===== src/rtl/text_edit_if.sv =====
// Editor-side handshake bundle for text_edit_ctrl: key commands in, cursor out,
// plus the display read port that shares the expression-buffer vector.
interface text_edit_if #(
  parameter int DATA_WIDTH   = 7,
  parameter int LENGTH_WIDTH = 7
);
  logic                    cmd_valid;
  logic                    cmd_ready;
  logic [2:0]              cmd_op;
  logic [DATA_WIDTH-1:0]   cmd_char;
  logic                    cmd_done;
  logic                    cmd_err;
  logic [LENGTH_WIDTH-1:0] cursor;
  logic                    rd_req;
  logic [LENGTH_WIDTH-1:0] rd_index;
  logic                    rd_valid;
  logic [DATA_WIDTH-1:0]   rd_data;

  modport master (
    output cmd_valid, cmd_op, cmd_char, rd_req, rd_index,
    input  cmd_ready, cmd_done, cmd_err, cursor, rd_valid, rd_data
  );

  modport slave (
    input  cmd_valid, cmd_op, cmd_char, rd_req, rd_index,
    output cmd_ready, cmd_done, cmd_err, cursor, rd_valid, rd_data
  );
endinterface


===== src/rtl/text_edit_ctrl.sv =====
// Sequencer/arbiter owning the expression-buffer vector port: turns editor key
// commands into get/insert/remove strobes, tracks the cursor, and serves display reads.
module text_edit_ctrl #(
  parameter int DATA_WIDTH   = 7,
  parameter int DATA_COUNT   = 127,
  parameter int INDEX_WIDTH  = $clog2(DATA_COUNT),
  parameter int LENGTH_WIDTH = $clog2(DATA_COUNT + 1)
) (
  input  logic                    clk,
  input  logic                    rst,
  text_edit_if.slave              ed,
  output logic [INDEX_WIDTH-1:0]  vec_index,
  output logic                    vec_get,
  output logic                    vec_insert,
  output logic                    vec_remove,
  output logic [DATA_WIDTH-1:0]   vec_data_in,
  input  logic [DATA_WIDTH-1:0]   vec_data_out,
  input  logic [LENGTH_WIDTH-1:0] vec_length,
  input  logic                    vec_ready
);

  typedef enum logic [2:0] {
    SYNC, IDLE, RD_GET, RD_CAP, OP_ISSUE, OP_WAIT, CLR_CHECK
  } state_t;

  typedef enum logic [2:0] {
    KEY_INSERT, KEY_BKSP, KEY_DELETE, KEY_LEFT,
    KEY_RIGHT, KEY_HOME, KEY_END, KEY_CLEAR
  } key_t;

  typedef enum logic {GNT_CMD, GNT_RD} grant_t;

  localparam logic [LENGTH_WIDTH-1:0] FULL_LEN = LENGTH_WIDTH'(DATA_COUNT);
  localparam logic [LENGTH_WIDTH-1:0] ONE      = LENGTH_WIDTH'(1);

  state_t                  state;
  grant_t                  last_grant;
  key_t                    op_r;
  logic [LENGTH_WIDTH-1:0] cursor_r;
  logic                    cmd_done_r;
  logic                    cmd_err_r;
  logic                    rd_valid_r;
  logic [DATA_WIDTH-1:0]   rd_data_r;
  logic                    rd_grant;
  key_t                    key_in;

  // Round-robin: a pending read wins unless it was served last and a command waits.
  assign rd_grant = (state == IDLE) && ed.rd_req &&
                    ((last_grant == GNT_CMD) || !ed.cmd_valid);
  assign key_in   = key_t'(ed.cmd_op);

  assign ed.cmd_ready = (state == IDLE) && !rd_grant;
  assign ed.cmd_done  = cmd_done_r;
  assign ed.cmd_err   = cmd_err_r;
  assign ed.cursor    = cursor_r;
  assign ed.rd_valid  = rd_valid_r;
  assign ed.rd_data   = rd_data_r;

  always_ff @(posedge clk) begin
    if (rst) begin
      state       <= SYNC;
      last_grant  <= GNT_CMD;
      op_r        <= KEY_INSERT;
      cursor_r    <= '0;
      cmd_done_r  <= 1'b0;
      cmd_err_r   <= 1'b0;
      rd_valid_r  <= 1'b0;
      rd_data_r   <= '0;
      vec_get     <= 1'b0;
      vec_insert  <= 1'b0;
      vec_remove  <= 1'b0;
      vec_index   <= '0;
      vec_data_in <= '0;
    end else begin
      cmd_done_r <= 1'b0;
      cmd_err_r  <= 1'b0;
      rd_valid_r <= 1'b0;
      vec_get    <= 1'b0;
      vec_insert <= 1'b0;
      vec_remove <= 1'b0;
      case (state)
        SYNC: if (vec_ready) state <= IDLE;

        IDLE: begin
          if (rd_grant) begin
            last_grant <= GNT_RD;
            if (ed.rd_index >= vec_length) begin
              rd_valid_r <= 1'b1;
              rd_data_r  <= '0;
            end else begin
              vec_get   <= 1'b1;
              vec_index <= INDEX_WIDTH'(ed.rd_index);
              state     <= RD_GET;
            end
          end else if (ed.cmd_valid) begin
            last_grant <= GNT_CMD;
            op_r       <= key_in;
            case (key_in)
              KEY_INSERT: begin
                if (vec_length == FULL_LEN) begin
                  cmd_done_r <= 1'b1;
                  cmd_err_r  <= 1'b1;
                end else begin
                  vec_insert  <= 1'b1;
                  vec_index   <= INDEX_WIDTH'(cursor_r);
                  vec_data_in <= ed.cmd_char;
                  state       <= OP_ISSUE;
                end
              end
              KEY_BKSP: begin
                if (cursor_r == '0) begin
                  cmd_done_r <= 1'b1;
                  cmd_err_r  <= 1'b1;
                end else begin
                  vec_remove <= 1'b1;
                  vec_index  <= INDEX_WIDTH'(cursor_r - ONE);
                  state      <= OP_ISSUE;
                end
              end
              KEY_DELETE: begin
                if (cursor_r == vec_length) begin
                  cmd_done_r <= 1'b1;
                  cmd_err_r  <= 1'b1;
                end else begin
                  vec_remove <= 1'b1;
                  vec_index  <= INDEX_WIDTH'(cursor_r);
                  state      <= OP_ISSUE;
                end
              end
              KEY_LEFT: begin
                cmd_done_r <= 1'b1;
                if (cursor_r == '0) cmd_err_r <= 1'b1;
                else                cursor_r  <= cursor_r - ONE;
              end
              KEY_RIGHT: begin
                cmd_done_r <= 1'b1;
                if (cursor_r == vec_length) cmd_err_r <= 1'b1;
                else                        cursor_r  <= cursor_r + ONE;
              end
              KEY_HOME: begin
                cmd_done_r <= 1'b1;
                cursor_r   <= '0;
              end
              KEY_END: begin
                cmd_done_r <= 1'b1;
                cursor_r   <= vec_length;
              end
              default: state <= CLR_CHECK;
            endcase
          end
        end

        // vec_data_out becomes valid the cycle after the get strobe
        RD_GET: state <= RD_CAP;

        RD_CAP: begin
          rd_data_r  <= vec_data_out;
          rd_valid_r <= 1'b1;
          state      <= IDLE;
        end

        // vector drops ready the cycle after the strobe
        OP_ISSUE: state <= OP_WAIT;

        OP_WAIT: begin
          if (vec_ready) begin
            case (op_r)
              KEY_INSERT: cursor_r <= cursor_r + ONE;
              KEY_BKSP:   cursor_r <= cursor_r - ONE;
              KEY_CLEAR:  if (cursor_r > vec_length) cursor_r <= vec_length;
              default:    ;
            endcase
            if (op_r == KEY_CLEAR) begin
              state <= CLR_CHECK;
            end else begin
              cmd_done_r <= 1'b1;
              state      <= IDLE;
            end
          end
        end

        // CLEAR pops from the tail so every remove takes the vector's fast path
        CLR_CHECK: begin
          if (vec_length == '0) begin
            cursor_r   <= '0;
            cmd_done_r <= 1'b1;
            state      <= IDLE;
          end else begin
            vec_remove <= 1'b1;
            vec_index  <= INDEX_WIDTH'(vec_length - ONE);
            state      <= OP_ISSUE;
          end
        end

        default: state <= SYNC;
      endcase
    end
  end

endmodule

===== src/flat_wrapper.sv =====
// flat-port wrapper written by rule: the top's interface ports become plain ports
module text_edit_ctrl_flat 
#(
  parameter int DATA_WIDTH   = 7,
  parameter int DATA_COUNT   = 127,
  parameter int INDEX_WIDTH  = $clog2(DATA_COUNT),
  parameter int LENGTH_WIDTH = $clog2(DATA_COUNT + 1)
)
  (clk, rst, vec_index, vec_get, vec_insert, vec_remove, vec_data_in, vec_data_out, vec_length, vec_ready, ed_cmd_valid, ed_cmd_op, ed_cmd_char, ed_rd_req, ed_rd_index, ed_cmd_ready, ed_cmd_done, ed_cmd_err, ed_cursor, ed_rd_valid, ed_rd_data);
  text_edit_if #(.DATA_WIDTH(DATA_WIDTH), .LENGTH_WIDTH(LENGTH_WIDTH)) ed_i ();
  input  logic clk;
  input  logic rst;
  output logic [INDEX_WIDTH-1:0] vec_index;
  output logic vec_get;
  output logic vec_insert;
  output logic vec_remove;
  output logic [DATA_WIDTH-1:0] vec_data_in;
  input  logic [DATA_WIDTH-1:0] vec_data_out;
  input  logic [LENGTH_WIDTH-1:0] vec_length;
  input  logic vec_ready;
  input wire logic [$bits(ed_i.cmd_valid)-1:0] ed_cmd_valid;
  input wire logic [$bits(ed_i.cmd_op)-1:0] ed_cmd_op;
  input wire logic [$bits(ed_i.cmd_char)-1:0] ed_cmd_char;
  input wire logic [$bits(ed_i.rd_req)-1:0] ed_rd_req;
  input wire logic [$bits(ed_i.rd_index)-1:0] ed_rd_index;
  output wire logic [$bits(ed_i.cmd_ready)-1:0] ed_cmd_ready;
  output wire logic [$bits(ed_i.cmd_done)-1:0] ed_cmd_done;
  output wire logic [$bits(ed_i.cmd_err)-1:0] ed_cmd_err;
  output wire logic [$bits(ed_i.cursor)-1:0] ed_cursor;
  output wire logic [$bits(ed_i.rd_valid)-1:0] ed_rd_valid;
  output wire logic [$bits(ed_i.rd_data)-1:0] ed_rd_data;
  assign ed_i.cmd_valid = ed_cmd_valid;
  assign ed_i.cmd_op = ed_cmd_op;
  assign ed_i.cmd_char = ed_cmd_char;
  assign ed_i.rd_req = ed_rd_req;
  assign ed_i.rd_index = ed_rd_index;
  assign ed_cmd_ready = ed_i.cmd_ready;
  assign ed_cmd_done = ed_i.cmd_done;
  assign ed_cmd_err = ed_i.cmd_err;
  assign ed_cursor = ed_i.cursor;
  assign ed_rd_valid = ed_i.rd_valid;
  assign ed_rd_data = ed_i.rd_data;
  text_edit_ctrl #(.DATA_WIDTH(DATA_WIDTH), .DATA_COUNT(DATA_COUNT), .INDEX_WIDTH(INDEX_WIDTH), .LENGTH_WIDTH(LENGTH_WIDTH)) u_core (.clk(clk), .rst(rst), .ed(ed_i), .vec_index(vec_index), .vec_get(vec_get), .vec_insert(vec_insert), .vec_remove(vec_remove), .vec_data_in(vec_data_in), .vec_data_out(vec_data_out), .vec_length(vec_length), .vec_ready(vec_ready));
endmodule

===== config.mk =====
export PLATFORM = sky130hd
export DESIGN_NAME = text_edit_ctrl_flat
export DESIGN_NICKNAME = d
export VERILOG_FILES = /design/src/rtl/text_edit_if.sv /design/src/rtl/text_edit_ctrl.sv /design/src/flat_wrapper.sv
export SDC_FILE = /design/constraint.sdc
export NUM_CORES = 1
export LEC_CHECK = 0
export CORE_AREA = 2 2 85 79
export CTS_BUF_LIST = sky130_fd_sc_hd__clkbuf_16
export CTS_CLUSTER_SIZE = 28
export DETAILED_ROUTE_END_ITERATION = 10
export DIE_AREA = 0 0 87 81
export PLACE_DENSITY_LB_ADDON = 0.08
export SYNTH_ARGS = -nofsm -noshare
export SYNTH_HDL_FRONTEND = slang
export SYNTH_SLANG_ARGS = --single-unit

===== constraint.sdc =====
create_clock -name clk -period 5.5 [get_ports clk]
set_input_delay 0.825 -clock clk [delete_from_list [all_inputs] [get_ports clk]]
set_output_delay 0.825 -clock clk [all_outputs]
set_load 0.01 [all_outputs]

==> results of run 1 <==
[Yosys cell counts, types with 5 or more instances]
library cell	n
a21oi_1	56
dfxtp_1	41
nor2_1	36
nand2_1	33
o21ai_0	25
nand3_1	20
ha_1	19
clkbuf_1	18
inv_1	17
a211oi_1	15
nor3_1	14
xnor2_1	13
mux2i_1	11
nand2b_1	11
buf_2	9
o221ai_1	8
nor2b_1	6
or3_1	6
xor2_1	6
nor4_1	5
[flip-flops by register name (all words and copies together) (netlist names)]
signal and cells:
u_core.op_r 3, u_core.vec_index 7, u_core.vec_get 1, u_core.ed.cursor 7
u_core.ed.rd_data 7, u_core.ed.rd_valid 1, u_core.ed.cmd_err 1, u_core.vec_data_in 7
u_core.vec_insert 1, u_core.state 3, u_core.ed.cmd_done 1, u_core.last_grant 1
u_core.vec_remove 1
[through the flow]
step | area [um2] | util, % | total power [mW]
5_1_grt | 4170 | 66.4 | 1.25
3_5_place_dp | 4010 | 63.9 | 0.849
3_3_place_gp | 4010 | 63.9 | 0.843
4_1_cts | 4170 | 66.4 | 1.18
6_report | 4170 | 66.4 | 1.19
2_1_floorplan | 3330 | - | 0.690
[worst register-to-register path: cells and delay by family (launching register included)]
kind                       cells  cell delay, ps
buffers and inverters          1             200
AOI/OAI and AO/OA              1             250
DFF                            1             600
adders and majority gates      1             330
and+or+nand+nor                5            1440
[where the power goes]
group | internal, mW | switching (mW)
logic | 0.210 | 0.260
registers | 0.324 | 0.0620
clock network | 0.211 | 0.120
total | 0.745 | 0.443
[area by class of cell]
type | instances | area (um2) | area share [%]
timing repair buffer | 72 | 716 | 17.2
clock inverter | 2 | 35.0 | 0.841
sequential | 41 | 821 | 19.7
inverter | 17 | 63.8 | 1.53
tap | 75 | 93.8 | 2.25
multi-input combinational | 355 | 2310 | 55.5
clock buffer | 5 | 125 | 3.00
[per-layer routing]
metal	vias up	share of wire, %	GRT usage, %
li1	1729	-	-
met1	1674	43	41.0
met2	206	47	49.2
met3	28	8.0	3.86
met4	0	2.1	6.88
met5	-	0	0
[cell families (layout without fill, tap and decap cells)]
family                     Yosys count  in the layout  share of synthesized area (%)
and+or+nand+nor                    162            162                           26.2
AOI/OAI and AO/OA                  143            143                           27.4
buffers and inverters               48             96                           6.01
DFF                                 41             41                           24.6
adders and majority gates           19             19                           7.13
xor gates and xnor gates            19             19                           4.99
muxes                               12             12                           3.64
[worst min path at each step]
stage	slack [ps]	to	depth (start not counted)
3_5_place_dp	460	u_core.ed.rd_data[6]$_SDFFE_PP0P_	2
2_1_floorplan	490	u_core.ed.rd_data[0]$_SDFFE_PP0P_	2
6_report	470	u_core.ed.rd_data[5]$_SDFFE_PP0P_	2
4_1_cts	470	u_core.ed.rd_data[6]$_SDFFE_PP0P_	2
3_3_place_gp	450	u_core.ed.rd_data[0]$_SDFFE_PP0P_	2
5_1_grt	490	u_core.ed.rd_data[5]$_SDFFE_PP0P_	2
==> key figures, run 1 <==
Floorplanning
  – Die height: 81 um
  – Initial core utilization: between 50% and 60%
  – Core Footprint: 6270 um2
  – I/O pin total: 71
  – DIE AREA: 7050 um2
  – Horiz. Die Dim: 87 um
  – Rows: 28

Synthesis
  – Area leader, netlist: dfxtp_1
  – Top FF cell, synth: dfxtp_1
  – Synth top area share: 24.6%
  – Post-synth EDFFs: 0
  – Syn nets: 499
  – Netlist cell types: 63
  – Synthesized flop and latch total: 41
  – Synthesized instance count: 444
  – Main area contributors after synthesis: dfxtp_1, a21oi_1, ha_1
  – Mapped Area: 3330 um2
  – Async SR Flop Fraction: 0%
  – Synth warnings: 0
  – Syn Area/Cell: 7.50 um2
  – Seq/Total Area, Yosys: between 20% and 30%

Critical path
  – Critical path buffer and inverter count: 2
  – CP peak stage delay: around 700 ps
  – Worst path cell trace: clkdlybuf4s50_1, inv_1, ha_1, nand3_1, nor2_1, nor2_1, or3_1, and2_1, a311oi_1
  – WP depth: 9
  – Critical Path AT: 3740 ps
  – Flop2flop setup slack: around 2600 ps
  – Crit Path Class: in2reg
  – Crit end category: register
  – R2r startpoint: u_core.ed.cursor[0]$_SDFFE_PP0P_
  – Critical Path End: u_core.ed.cursor[6]$_SDFFE_PP0P_
  – Crit path launch: vec_length[5]
  – Cell mode on critical path: nor2_1
  – Reg-to-Reg End: u_core.ed.cursor[6]$_SDFFE_PP0P_
  – Required @ worst endpoint: 5690 ps
  – Crit Path Max Fanout: 8
  – Slowest CP cell: clkdlybuf4s50_1
  – Startpoint Class: primary input
  – Top delay family on crit path: simple AND/OR/NAND/NOR gates
  – Reg2reg path depth: 8

Finish
  – Non-Filler Instances: 567
  – Most frequent cells in the layout: clkdlybuf4s50_1, a21oi_1, dfxtp_1, nor2_1, nand2_1
  – Commonest non-fill, non-tap cell in the layout: clkdlybuf4s50_1
  – Area Overhead vs Synth: 25.0%
  – Antenna diodes: 0
  – Layout cells sized above 1: under 10%
  – Fill cell count: 556
  – NumNets Final: 547

Clocking
  – H-tree depth: 2
  – CTS Hold Bufs: 0
  – Sink Count: a little over 40
  – Maximum root-to-sink buffer count: 2
  – CTS tree: yes
  – Postcts setup bufs: 0
  – Root Buffer: clkbuf_16
  – Worst skew pair latency: 290 ps
  – Cts bufs inserted: 5
  – Clk slew on worst S/H paths: 60 ps
  – Post-CTS resize count: 0

Detailed routing
  – DRC: 0
  – Drt pass-1 iters: 5
  – Vias/cell: approximately 6.4
  – 1st-iter DRT viols: 312
  – Wire per inst: 18.5 um
  – Antenna-violating nets left: 0
  – Total wire length: 10.5 mm
  – Via count: 3637

Timing
  – Worst-Margin Slew: 774 ps
  – Setup TNS: 0 ps
  – Layout Skew: 7.22 ps
  – Tmin final: about 3500 ps
  – Max-slew violations: 0
  – Fmax: 0.282 GHz
  – Final hold slack: between 400 and 500 ps
  – RSZ-0062 raised after global routing: false
  – Slew headroom: 48.2%
  – Final-report setup violation count: 0
  – Tcrit/Tclk final: 64.5%
  – Final WS setup: 1950 ps
  – Final hold vios: 0

Pwr
  – Peak supply drop: 0.000217 V
  – P_leak: 1.48 nW
  – Power density over the cells: ~290 nW/um2

Global route
  – Grt total ovfl: 0
  – Pin count of the biggest net entering global routing: 48
  – Initial antenna violation count: 0
  – Vias in the first global route: 3283
  – Total GRT Usage: roughly 30%
  – First-pass GRT wire length: roughly 17 mm

Worst hold path
  – Min-delay src: u_core.ed.rd_data[5]$_SDFFE_PP0P_
  – Hold crit path type: reg2reg

Place
  – Setup Slack @ Placement: 1770 ps
  – Dpl cells: 560
  – Buffers on Ports: 70
  – DP Wirelength: around 7.7 mm
  – RePlAce Congestion: 0.971

Run
  – Max-cap violations: 0

Status
  – Status: completed
(Power assumes the default switching activity.)
==> run 2: changes to the inputs <==
--- a/config.mk
+++ b/config.mk
@@ -5,11 +5,11 @@
 export SDC_FILE = /design/constraint.sdc
 export NUM_CORES = 1
 export LEC_CHECK = 0
-export CORE_AREA = 2 2 85 79
+export CORE_AREA = 2 2 88 81
 export CTS_BUF_LIST = sky130_fd_sc_hd__clkbuf_16
 export CTS_CLUSTER_SIZE = 28
 export DETAILED_ROUTE_END_ITERATION = 10
-export DIE_AREA = 0 0 87 81
+export DIE_AREA = 0 0 90 83
 export PLACE_DENSITY_LB_ADDON = 0.08
 export SYNTH_ARGS = -nofsm -noshare
 export SYNTH_HDL_FRONTEND = slang
==> constraint.sdc (replaced) <==
create_clock -name clk -period 3.5 [get_ports clk]
set_input_delay 0.525 -clock clk [delete_from_list [all_inputs] [get_ports clk]]
set_output_delay 0.525 -clock clk [all_outputs]
set_load 0.01 [all_outputs]
==> key figures, run 2 (synthesis results as in run 1) <==
Floorplanning
  – Core Footprint: about 6500 um2
  – Rows: 28
  – Die height: between 80 and 90 um
  – DIE AREA: between 7000 and 8000 um2
  – I/O pin total: 71
  – Horiz. Die Dim: about 90 um
  – Initial core utilization: 51.1%

Critical path
  – Critical Path End: u_core.ed.cursor[6]$_SDFFE_PP0P_
  – Crit Path Max Fanout: 8
  – R2r startpoint: u_core.ed.cursor[5]$_SDFFE_PP0P_
  – Required @ worst endpoint: 3700 ps
  – WP depth: 9
  – Crit end category: register
  – Startpoint Class: primary input
  – Flop2flop setup slack: 890 ps
  – Cell mode on critical path: nor2_1
  – CP peak stage delay: just over 500 ps
  – Worst path cell trace: clkdlybuf4s50_1, inv_1, ha_1, nand3_1, nor2_1, nor2_1, or3_1, and2_1, a311oi_1
  – Critical path buffer and inverter count: 2
  – Reg-to-Reg End: u_core.ed.cursor[6]$_SDFFE_PP0P_
  – Crit Path Class: in2reg
  – Slowest CP cell: clkdlybuf4s50_1
  – Reg2reg path depth: 7
  – Crit path launch: vec_length[5]
  – Critical Path AT: between 3000 and 4000 ps
  – Top delay family on crit path: simple AND/OR/NAND/NOR gates

Timing
  – Tmin final: ~3000 ps
  – Tcrit/Tclk final: 85.5%
  – Max-slew violations: 0
  – Final hold vios: 0
  – Final-report setup violation count: 0
  – Setup TNS: 0 ps
  – Layout Skew: 4.28 ps
  – Slew headroom: 48.4%
  – RSZ-0062 raised after global routing: false
  – Worst-Margin Slew: 773 ps
  – Fmax: 0.334 GHz

Detailed routing
  – Via count: 3726
  – 1st-iter DRT viols: between 300 and 400
  – DRC: 0
  – Wire per inst: about 17 um
  – Antenna-violating nets left: 0
  – Total wire length: 10.5 mm
  – Drt pass-1 iters: 7
  – Vias/cell: 6.20

Pwr
  – P_leak: 1.56 nW
  – Power density over the cells: about 440 nW/um2
  – Tot Pwr: 1.89 mW
  – Peak supply drop: 0.000279 V

Finish
  – Layout cells sized above 1: 7.83%
  – Most frequent cells in the layout: clkdlybuf4s50_1, a21oi_1, dfxtp_1, nor2_1, nand2_1
  – Commonest non-fill, non-tap cell in the layout: clkdlybuf4s50_1
  – Antenna diodes: 0
  – NumNets Final: 565
  – Core Util, Final: between 60 and 70%
  – Area Overhead vs Synth: 29.8%

Place
  – DP Wirelength: 7.84 mm
  – RePlAce Congestion: between 1 and 1.5
  – Buffers on Ports: 70

Global route
  – Pin count of the biggest net entering global routing: 42
  – Vias in the first global route: between 3000 and 4000
  – Grt total ovfl: 0
  – Initial antenna violation count: 0
  – Total GRT Usage: around 28%
  – First-pass GRT wire length: 17.4 mm

Clocking
  – Sink Count: 41
  – Root Buffer: clkbuf_16
  – H-tree depth: 2
  – Clk slew on worst S/H paths: 60 ps
  – CTS Hold Bufs: 0
  – CTS tree: yes
  – Maximum root-to-sink buffer count: 2
  – Worst skew pair latency: 290 ps
  – Cts bufs inserted: 5
  – Postcts setup bufs: 0
  – Post-CTS resize count: 0

Worst hold path
  – Hold crit path type: reg2reg

Run
  – Max-cap violations: 0

Status
  – Status: completed
## run 2: changes by cell type in the layout (fill, tap and decap cells not counted), sizes merged
| cell | previous run | this run |
|---|---|---|
| clkinvlp | 0 | 1 |
| buf | 2 | 20 |
## run 2: layout make-up
class	instances	area, um2
clock inverter	3	41.3
inverter	17	63.8
clock buffer	5	125
multi-input combinational	355	2310
timing repair buffer	90	851
sequential	41	821
tap	90	113
fill	605	2190
## run 2: metal layers
layer	GRT usage, %	wire length, um
met1	38.2	4490
met4	8.81	234
met5	0	0
met2	44.2	4760
met3	7.44	979
## run 2: how the worst min path moves through the flow
| stage | start | to | slack [ps] | cells after the start |
|---|---|---|---|---|
| 3_3_place_gp | u_core.ed.rd_data[1]$_SDFFE_PP0P_ | u_core.ed.rd_data[1]$_SDFFE_PP0P_ | 450 | 2 |
| 5_1_grt | u_core.vec_index[3]$_SDFFE_PP0P_ | u_core.vec_index[3]$_SDFFE_PP0P_ | 500 | 2 |
| 3_5_place_dp | u_core.ed.rd_data[3]$_SDFFE_PP0P_ | u_core.ed.rd_data[3]$_SDFFE_PP0P_ | 460 | 2 |
| 6_report | u_core.ed.rd_data[4]$_SDFFE_PP0P_ | u_core.ed.rd_data[4]$_SDFFE_PP0P_ | 470 | 2 |
| 4_1_cts | u_core.ed.rd_data[3]$_SDFFE_PP0P_ | u_core.ed.rd_data[3]$_SDFFE_PP0P_ | 470 | 2 |
| 2_1_floorplan | u_core.ed.rd_data[0]$_SDFFE_PP0P_ | u_core.ed.rd_data[0]$_SDFFE_PP0P_ | 490 | 2 |
## run 2: power by group
part | leakage, nW | internal [mW] | switching (mW)
Clock | 0.0775 | 0.334 | 0.191
Combinational | 1.15 | 0.348 | 0.441
Sequential | 0.332 | 0.510 | 0.0652
Total | 1.56 | 1.19 | 0.698
## run 2: metrics by stage
step / setup slack [ps] / hold slack [ps] / instances / instance area, um2
3_5_place_dp: 269 / 460 / 593 / 4160
2_1_floorplan: 828 / 492 / 444 / 3330
4_1_cts: 550 / 466 / 601 / 4330
5_1_grt: 317 / 495 / 601 / 4330
6_report: 506 / 465 / 601 / 4330
3_3_place_gp: 346 / 454 / 593 / 4160
## run 2: worst register-to-register path, delay by kind of cell (launching register included)
kind / cells / cell delay (ps)
AOI/OAI and AO/OA: 1 / 240
and+or+nand+nor: 5 / 1470
DFF: 1 / 570
adders and majority gates: 1 / 230
==> run 3: changes to the inputs <==
--- a/config.mk
+++ b/config.mk
@@ -14,3 +14,4 @@
 export SYNTH_ARGS = -nofsm -noshare
 export SYNTH_HDL_FRONTEND = slang
 export SYNTH_SLANG_ARGS = --single-unit
+export TNS_END_PERCENT = 5
==> results of run 3 <==
The final DEF is identical to that of run 2; final timing and power are the same.
